$ cat src/rtl/bus_protocol_monitor.sv
// Passive multi-channel checker for the dValid/dAck/data transfer protocol.
// Latency: one cycle. An event sampled at edge n is reported in the cycle after edge n.
// Backpressure: none. The monitor only observes the bus and never stalls it.
//
// Ports:
//   clk, reset        single clock; synchronous active-high reset
//   clear             zeroes err_flags and xfer_cnt; channel FSMs keep running
//   dValid/dAck/data  per-channel observed bus, channel i data at [i*DATA_W +: DATA_W]
//   err_valid/code/ch pulse and code/channel of the lowest-numbered erroring channel
//   err_flags         sticky per-channel error bits, 8 per channel, indexed by code
//   xfer_done/cnt     per-channel clean-completion pulse and wrapping count
module bus_protocol_monitor #(
    parameter  int DATA_W    = 8,
    parameter  int N_CH      = 4,
    parameter  int MIN_VALID = 2,
    parameter  int MAX_VALID = 4,
    parameter  int CNT_W     = 16,
    localparam int CH_W      = (N_CH > 1) ? $clog2(N_CH) : 1
) (
    input  logic                     clk,
    input  logic                     reset,
    input  logic                     clear,
    input  logic [N_CH-1:0]          dValid,
    input  logic [N_CH-1:0]          dAck,
    input  logic [N_CH*DATA_W-1:0]   data,
    output logic                     err_valid,
    output logic [2:0]               err_code,
    output logic [CH_W-1:0]          err_ch,
    output logic [N_CH*8-1:0]        err_flags,
    output logic [N_CH-1:0]          xfer_done,
    output logic [N_CH*CNT_W-1:0]    xfer_cnt
);

    localparam int K_W = $clog2(MAX_VALID + 1);
    localparam logic [K_W-1:0] K_ONE = K_W'(1);
    localparam logic [K_W-1:0] K_MIN = K_W'(MIN_VALID);
    localparam logic [K_W-1:0] K_MAX = K_W'(MAX_VALID);

    localparam logic [2:0] E_NONE  = 3'd0;
    localparam logic [2:0] E_EARLY = 3'd1;
    localparam logic [2:0] E_LONG  = 3'd2;
    localparam logic [2:0] E_NOACK = 3'd3;
    localparam logic [2:0] E_DATA  = 3'd4;
    localparam logic [2:0] E_HOLD  = 3'd5;
    localparam logic [2:0] E_SPUR  = 3'd6;

    typedef enum logic [1:0] {IDLE, ACTIVE, ACKED, DRAIN} state_t;

    // k holds the index (1-based) of the next dValid-high sample in ACTIVE.
    state_t              state    [N_CH];
    logic [K_W-1:0]      k        [N_CH];
    logic [DATA_W-1:0]   data_q   [N_CH];

    state_t              state_nxt[N_CH];
    logic [K_W-1:0]      k_nxt    [N_CH];
    logic [2:0]          code_nxt [N_CH];
    logic [N_CH-1:0]     done_nxt;
    logic [N_CH-1:0]     latch;
    logic [N_CH*8-1:0]   new_flags;
    logic [2:0]          sel_code;
    logic [CH_W-1:0]     sel_ch;
    logic                any_err;

    always_comb begin
        logic [K_W-1:0]    kk;
        logic              eval;
        logic [DATA_W-1:0] d;
        done_nxt  = '0;
        latch     = '0;
        new_flags = '0;
        for (int i = 0; i < N_CH; i++) begin
            kk           = K_ONE;
            eval         = 1'b0;
            d            = data[i*DATA_W +: DATA_W];
            code_nxt[i]  = E_NONE;
            state_nxt[i] = state[i];
            k_nxt[i]     = '0;

            case (state[i])
                IDLE: begin
                    if (dValid[i]) begin
                        // First high sample is judged by the ACTIVE rules at k=1.
                        latch[i] = 1'b1;
                        eval     = 1'b1;
                        kk       = K_ONE;
                    end else if (dAck[i]) begin
                        code_nxt[i] = E_SPUR;
                    end
                end
                ACTIVE: begin
                    if (dValid[i]) begin
                        eval = 1'b1;
                        kk   = k[i];
                    end else begin
                        code_nxt[i]  = E_NOACK;
                        state_nxt[i] = IDLE;
                    end
                end
                ACKED: begin
                    if (dValid[i]) begin
                        code_nxt[i]  = E_HOLD;
                        state_nxt[i] = DRAIN;
                    end else if (dAck[i]) begin
                        code_nxt[i]  = E_SPUR;
                        state_nxt[i] = IDLE;
                    end else begin
                        done_nxt[i]  = 1'b1;
                        state_nxt[i] = IDLE;
                    end
                end
                DRAIN: begin
                    if (!dValid[i]) state_nxt[i] = IDLE;
                end
                default: state_nxt[i] = IDLE;
            endcase

            if (eval) begin
                // Data stability only applies once a value has been latched.
                if (kk > K_ONE && d != data_q[i]) begin
                    code_nxt[i]  = E_DATA;
                    state_nxt[i] = DRAIN;
                end else if (dAck[i]) begin
                    if (kk < K_MIN) code_nxt[i] = E_EARLY;
                    state_nxt[i] = ACKED;
                end else if (kk == K_MAX) begin
                    code_nxt[i]  = E_LONG;
                    state_nxt[i] = DRAIN;
                end else begin
                    k_nxt[i]     = kk + K_ONE;
                    state_nxt[i] = ACTIVE;
                end
            end

            if (code_nxt[i] != E_NONE) new_flags[i*8 + int'(code_nxt[i])] = 1'b1;
        end
    end

    // Lowest channel index wins the shared report; scan high to low so it lands last.
    always_comb begin
        sel_code = E_NONE;
        sel_ch   = '0;
        any_err  = 1'b0;
        for (int i = N_CH - 1; i >= 0; i--) begin
            if (code_nxt[i] != E_NONE) begin
                sel_code = code_nxt[i];
                sel_ch   = CH_W'(i);
                any_err  = 1'b1;
            end
        end
    end

    always_ff @(posedge clk) begin
        if (reset) begin
            for (int i = 0; i < N_CH; i++) begin
                state[i]  <= IDLE;
                k[i]      <= '0;
                data_q[i] <= '0;
            end
            err_valid <= 1'b0;
            err_code  <= E_NONE;
            err_ch    <= '0;
            err_flags <= '0;
            xfer_done <= '0;
            xfer_cnt  <= '0;
        end else begin
            for (int i = 0; i < N_CH; i++) begin
                state[i] <= state_nxt[i];
                k[i]     <= k_nxt[i];
                if (latch[i]) data_q[i] <= data[i*DATA_W +: DATA_W];
                // A clear coinciding with a completion leaves exactly that completion counted.
                if (clear)
                    xfer_cnt[i*CNT_W +: CNT_W] <= CNT_W'(done_nxt[i]);
                else
                    xfer_cnt[i*CNT_W +: CNT_W] <= xfer_cnt[i*CNT_W +: CNT_W] + CNT_W'(done_nxt[i]);
            end
            err_valid <= any_err;
            err_code  <= sel_code;
            err_ch    <= sel_ch;
            err_flags <= clear ? new_flags : (err_flags | new_flags);
            xfer_done <= done_nxt;
        end
    end

endmodule

$ cat config.mk
export PLATFORM = sky130hd
export DESIGN_NAME = bus_protocol_monitor
export DESIGN_NICKNAME = d
export VERILOG_FILES = /design/src/rtl/bus_protocol_monitor.sv
export SDC_FILE = /design/constraint.sdc
export NUM_CORES = 1
export LEC_CHECK = 0
export CAP_MARGIN = 20
export CORE_UTILIZATION = 48
export CTS_BUF_LIST = sky130_fd_sc_hd__clkbuf_8
export DETAILED_ROUTE_END_ITERATION = 10
export PLACE_DENSITY = 0.87
export SYNTH_ARGS = -nofsm -noshare
export SYNTH_HDL_FRONTEND = slang
export SYNTH_SLANG_ARGS = --single-unit
export TNS_END_PERCENT = 5
$ cat constraint.sdc
create_clock -name clk -period 2.8 [get_ports clk]
set_clock_uncertainty 0.2 [all_clocks]
set_input_delay 0.84 -clock clk [delete_from_list [all_inputs] [get_ports clk]]
set_output_delay 0.84 -clock clk [all_outputs]
set_load 0.005 [all_outputs]
# Word-level counts from Yosys, hierarchy flattened
# Memory sizes are Yosys's and may differ from the RTL's.
# Index checks and enable logic that the tools add are counted.
dict set report word_totals {
  memories 3
  ff_bits 106
  mem_bits_rw 52
}
dict set report op_classes {
  muxes 171
  n_lt_le_gt_ge 16
  addsub 11
  n_reduce_logical 27
  bitwise_logic 16
  eq_ne 20
}
# name depth word_bits rd rd_clocked_by_memory_dff write_ports line_no
set memory_table {}
lappend memory_table {data_q 4 8 4 0 4 52} ;# logic [DATA_W-1:0] data_q [N_CH];
lappend memory_table {k 4 3 4 0 4 51} ;# logic [K_W-1:0] k [N_CH];
lappend memory_table {state 4 2 4 0 4 50} ;# state_t state [N_CH];
# operator count
set op_table {}
lappend op_table {{3-bit two-way mux} 64}
lappend op_table {{32-bit two-way mux} 4}
lappend op_table {{32-bit OR} 4}
lappend op_table {{2-bit two-way mux} 34}
lappend op_table {{16-bit by 1-bit adder with 16-bit output} 4}
lappend op_table {{1-bit two-way mux} 52}
lappend op_table {{8-bit two-way mux} 5}
lappend op_table {{3-bit case mux with 3 select lines} 4}
lappend op_table {{8-bit != test} 4}
lappend op_table {{2-bit OR reduction} 10}
lappend op_table {{2-bit == test (second input constant)} 8}
lappend op_table {{2-bit case mux with 2 select lines} 4}
lappend op_table {{1-bit demux with 5-bit select} 3}
lappend op_table {{3-bit by 1-bit adder with 3-bit output (second input constant)} 4}
lappend op_table {{5-bit by 3-bit adder with 6-bit output (first input constant)} 2}
lappend op_table {{3-bit == test (second input constant)} 4}
lappend op_table {{6-bit by 1-bit >= comparator with 1-bit output (second input constant)} 2}
lappend op_table {{3-bit by 1-bit > comparator with 1-bit output (second input constant)} 4}
lappend op_table {{3-bit by 2-bit < comparator with 1-bit output (second input constant)} 4}
lappend op_table {{6-bit < comparator (second input constant)} 2}
lappend op_table {{1-bit OR} 12}
lappend op_table {{3-bit nonzero test} 4}
lappend op_table {{2-bit by 1-bit == test with 1-bit output (second input constant)} 4}
lappend op_table {{1-bit logical AND} 8}
lappend op_table {{8 further kinds} 11}

# Logic depth before layout (Yosys ltp)
# An unclocked memory read counts as a cell.
dict set report logic_depth {
  ltp_word 21
  mapped_depth 11
  mapped_depth_nobuf 10
}

# Worst setup path after synthesis
# Ideal clock, no wire load.
dict set report synth_timing {
  kind {input to register}
  from {input port dAck[3]}
  to {register xfer_cnt[62]}
  path_slack_ps -119
  setup_time_ps 70
  cell_stages 9
  required_ps 2530
  arrival_ps 2648
  path_cell_list {clkbuf_1 nor4b_1 ha_1 ha_1 and2_1 clkbuf_1 nand4_1 or3_1 a21oi_1}
}
dict set report synth_between {
  elab_chain_len 4
}
# element line_no
set synth_rtl {}
lappend synth_rtl {{start: declaration} 24} ;# input logic [N_CH-1:0] dAck,
lappend synth_rtl {{1-bit two-way mux} 103} ;# end else if (dAck[i]) begin
lappend synth_rtl {{1-bit two-way mux} 100} ;# if (dValid[i]) begin
lappend synth_rtl {{1-bit two-way mux} 79} ;# case (state[i])
lappend synth_rtl {{via done_nxt[3]} 57} ;# logic [N_CH-1:0] done_nxt;
lappend synth_rtl {{16-bit by 1-bit adder with 16-bit output} 174} ;# xfer_cnt[i*CNT_W +: CNT_W] <= xfer_cnt[i*CNT_W +: CNT_W] + CNT_W'(done_nxt[i]);
lappend synth_rtl {{end signal: indexed assignment} 172} ;# xfer_cnt[i*CNT_W +: CNT_W] <= CNT_W'(done_nxt[i]);
lappend synth_rtl {{end signal: indexed assignment} 174}
lappend synth_rtl {{end: declaration} 31} ;# output logic [N_CH*CNT_W-1:0] xfer_cnt
# The timed path passes the listed nets, and every way through them passes these cells.
# A chain may end at the register's enable or synchronous reset.

# Worst setup path in the final report
dict set report layout_timing {
  from {input port dValid[2]}
  to {register err_code[1]}
}
dict set report layout_between {
  elab_chain_len 11
  elab_cells_between_ends 21
  classes_between {order compare (2); eq/ne (1); mux (16); reduce/logical (2)}
}
# element line_no
set layout_rtl {}
lappend layout_rtl {{start: declaration} 23} ;# input logic [N_CH-1:0] dValid,
lappend layout_rtl {{3-bit two-way mux} 91} ;# if (dValid[i]) begin
lappend layout_rtl {{3-bit two-way mux} -}
lappend layout_rtl {{3-bit by 2-bit < comparator with 1-bit output or 3-bit == test (tied branches)} {123, 125}}
lappend layout_rtl {{3-bit two-way mux (on tied branches)} {123, 125}}
lappend layout_rtl {{3-bit two-way mux} 122} ;# end else if (dAck[i]) begin
lappend layout_rtl {{3-bit two-way mux} 119} ;# if (kk > K_ONE && d != data_q[i]) begin
lappend layout_rtl {{3-bit two-way mux (*)} 117} ;# if (eval) begin
lappend layout_rtl {{3-bit nonzero test} 144} ;# if (code_nxt[i] != E_NONE) begin
lappend layout_rtl {{3-bit two-way mux (*) (3 in series)} 144}
lappend layout_rtl {{end signal: assignment} 177} ;# err_code <= sel_code;
lappend layout_rtl {{end: declaration} 27} ;# output logic [2:0] err_code,
# Every way passes the cells marked *; elsewhere a longest branch is shown, timed or not.

==> impl_metrics.json <==
{
  "drt_iter0_drc": 397,
  "p_leak_nw": 3.874,
  "rsz0062_at_grt": "no",
  "r2r_cells": 10,
  "hold_viol_final": 0,
  "insertedDiodeCount": 0,
  "synth.most_common_cell": "dfxtp_1",
  "stdcell_count": 1154,
  "placed_cells": 1120,
  "fp.dieH_um": 123.6,
  "synthTopCellsByArea": "dfxtp_1 (36%), edfxtp_1 (14%), xor2_1 (7.2%)",
  "cp-start-kind": "input pin",
  "ios": 149,
  "layout-drive-gt1-share_pct": 14.74,
  "ys_types": 61,
  "grt_usage_pct": 22.32,
  "ys_top_cells_by_count": "dfxtp_1 (126), nor2_1 (100), xor2_1 (58), and2_1 (52), nand2_1 (52)",
  "cp_num_buf_inv": 2,
  "synthFlopType": "dfxtp_1",
  "core_area_um2": 14480,
  "ant_nets": 0,
  "maxSlewHeadroom_pct": 51.09,
  "p_per_area_nw_per_um2": 492.6,
  "worstPathRequired_ns": 2.93,
  "cp.arrival_ns": 2.87,
  "synth_cells": 743,
  "worstSetupEndpointType": "flop",
  "clk_pin_slew_ns": 0.08,
  "place_congestion": 0.8622,
  "min_period_over_period_pct": 98.14,
  "vias": 5936,
  "synth.top_cell.area_share_pct": 35.56,
  "fp.dieW_um": 123.6,
  "cp_cell_sequence": "clkdlybuf4s15_1, nand2b_4, or3_4, inv_2, ha_4, nand2_1, o21a_1, a2bb2oi_2, and3_4, a221o_1, a211o_1",
  "wl_per_cell_um": 14.06,
  "cts_buffer_depth": 2,
  "nNetsFinal": 1016,
  "fin_area_um2": 9797,
  "path_delay_family": "compound AO/OA/AOI/OAI gates",
  "tns_ns": 0,
  "critPathMaxFanout": 3,
  "grt_pass1_wl_um": 26400,
  "dr.pass1.iters": 5,
  "first_global_vias": 5520,
  "drc": 0,
  "cts_tree": "yes",
  "critPathSlowestCell": "or3_4",
  "overflow": 0,
  "drv_cap": 0,
  "synth-edff-count": 32,
  "port_buffers": 148,
  "cts_root_buffer": "clkbuf_8",
  "setup_viol": 0,
  "hp-class": "reg -> reg",
  "grt_max_degree": 57,
  "yosys_warnings": 0,
  "clock-sinks": 158,
  "vias_per_cell": 5.144,
  "yosysSeqAreaShare_pct": 49.10,
  "cp-endpoint": "err_code[1]",
  "tightestPinTransition_ns": 0.7321,
  "place_area_um2": 9300,
  "slew_violations": 0,
  "r2r_end": "err_code[1]",
  "peakVddDrop_v": 0.0004576,
  "finalWirelength_um": 16230,
  "crit_type": "in -> reg",
  "syn_area_um2": 7094,
  "reg2reg_from": "state[2][0]",
  "fin_util_pct": 67.66,
  "cts.htree.levels": 4,
  "dieArea_um2": 15270,
  "period_needed_ns": 2.748,
  "initial_core_util_pct": 49.00,
  "syn_to_final_growth_pct": 38.10,
  "synthArstFlopShare_pct": 0,
  "crit_start": "dValid[2]",
  "cts_made_buffers": 17,
  "syn_avg_cell_area_um2": 9.548,
  "cts-hold-fix-buffers": 0,
  "antenna_found_initial": 0,
  "row_count": 44,
  "cpPeakStageDelay_ns": 0.37,
  "reg2reg_slack_ns": 0.29,
  "synth_nets": 802,
  "synth_largest_area_cell": "dfxtp_1",
  "clock.fmax_mhz": 363.9,
  "status": "finished, final reports clean",
  "clock_latency_ns": 0.44,
  "dpl.hpwl_um": 12050,
  "synth_seq_cells": 158,
  "cp.depth": 11,
  "holdPathStages": 2
}
## worst reg2reg max path: stages, from the launching register on
cell,delay [ns]
dfxtp_1,0.33
inv_1,0.10
or3_4,0.41
inv_2,0.07
ha_4,0.12
nand2_1,0.05
o21a_1,0.22
a2bb2oi_2,0.17
and3_4,0.18
a221o_1,0.29
a211o_1,0.25
## state kept, by name, summed over array words and instances, names as in the netlist
name / flops
xfer_done: 4
data_q: 32
state: 8
xfer_cnt: 64
k: 12
err_flags: 32
err_valid: 1
err_code: 3
err_ch: 2
## metrics by stage
stage          total power, mW  worst slack [ns]  hold WS, ns
2_1_floorplan            2.740          -0.08395       0.2487
3_3_place_gp             2.985           -0.6233       0.2367
3_5_place_dp             3.001           -0.6954       0.2426
4_1_cts                  4.863           0.03842       0.2629
5_1_grt                  5.036          0.008621       0.2835
6_report                 4.825           0.05216       0.2554
## power breakdown
part	switching, mW	total, mW	internal (mW)
clock	0.846	1.87	1.02
combinational	0.238	0.517	0.279
sequential	0.0449	2.44	2.39
total	1.13	4.83	3.70
## layer usage
layer  part of all wire (%)  global-route usage, %  wire length (um)
met5                      0                      0                 0
met4                    1.1                  6.325               182
met3                    4.8                  5.403               775
met2                     50                  38.02              8051
met1                     44                  28.04              7219
## repair_timing
item	CTS	global route
pin swaps	0	4
endpoints found under the setup margin	7	16
gates resized for setup	1	12
buffers inserted	0	2
## layout make-up
class / instances / area [um2]
Inverter: 20 / 75.07
Tap cell: 184 / 230.2
Multi-Input combinational cell: 531 / 3435
Clock inverter: 13 / 188.9
Sequential cell: 158 / 3483
Timing Repair Buffer: 229 / 2123
Clock buffer: 19 / 261.5
Fill cell: 1101 / 4682
## worst min-delay path by stage
stage,startpoint,to,slack (ns)
2_1_floorplan,err_flags[10],err_flags[10],0.25
3_3_place_gp,err_flags[2],err_flags[2],0.24
3_5_place_dp,err_flags[2],err_flags[2],0.24
4_1_cts,err_flags[11],err_flags[11],0.26
5_1_grt,err_flags[11],err_flags[11],0.28
6_report,err_flags[11],err_flags[11],0.26
## placed cells by master, fill, tap and decap left out, drive strengths merged, types with 25 or more instances in the layout
cell           count
clkdlybuf4s50    145
a21oi             29
buf               81
nand3             25
edfxtp            32
xnor2             29
and2              52
dfxtp            126
nand2             52
xor2              58
nor2             102
## kinds of logic after synthesis
family	count (synthesis)	share of synthesized area, %
and+or+nand+nor	328	24.34
DFF	158	49.10
AOI/OAI and AO/OA	92	8.607
xor gates and xnor gates	87	10.74
buffers and inverters	54	3.263
adders and majority gates	16	2.822
muxes	8	1.129
(Power assumes the default switching activity.)
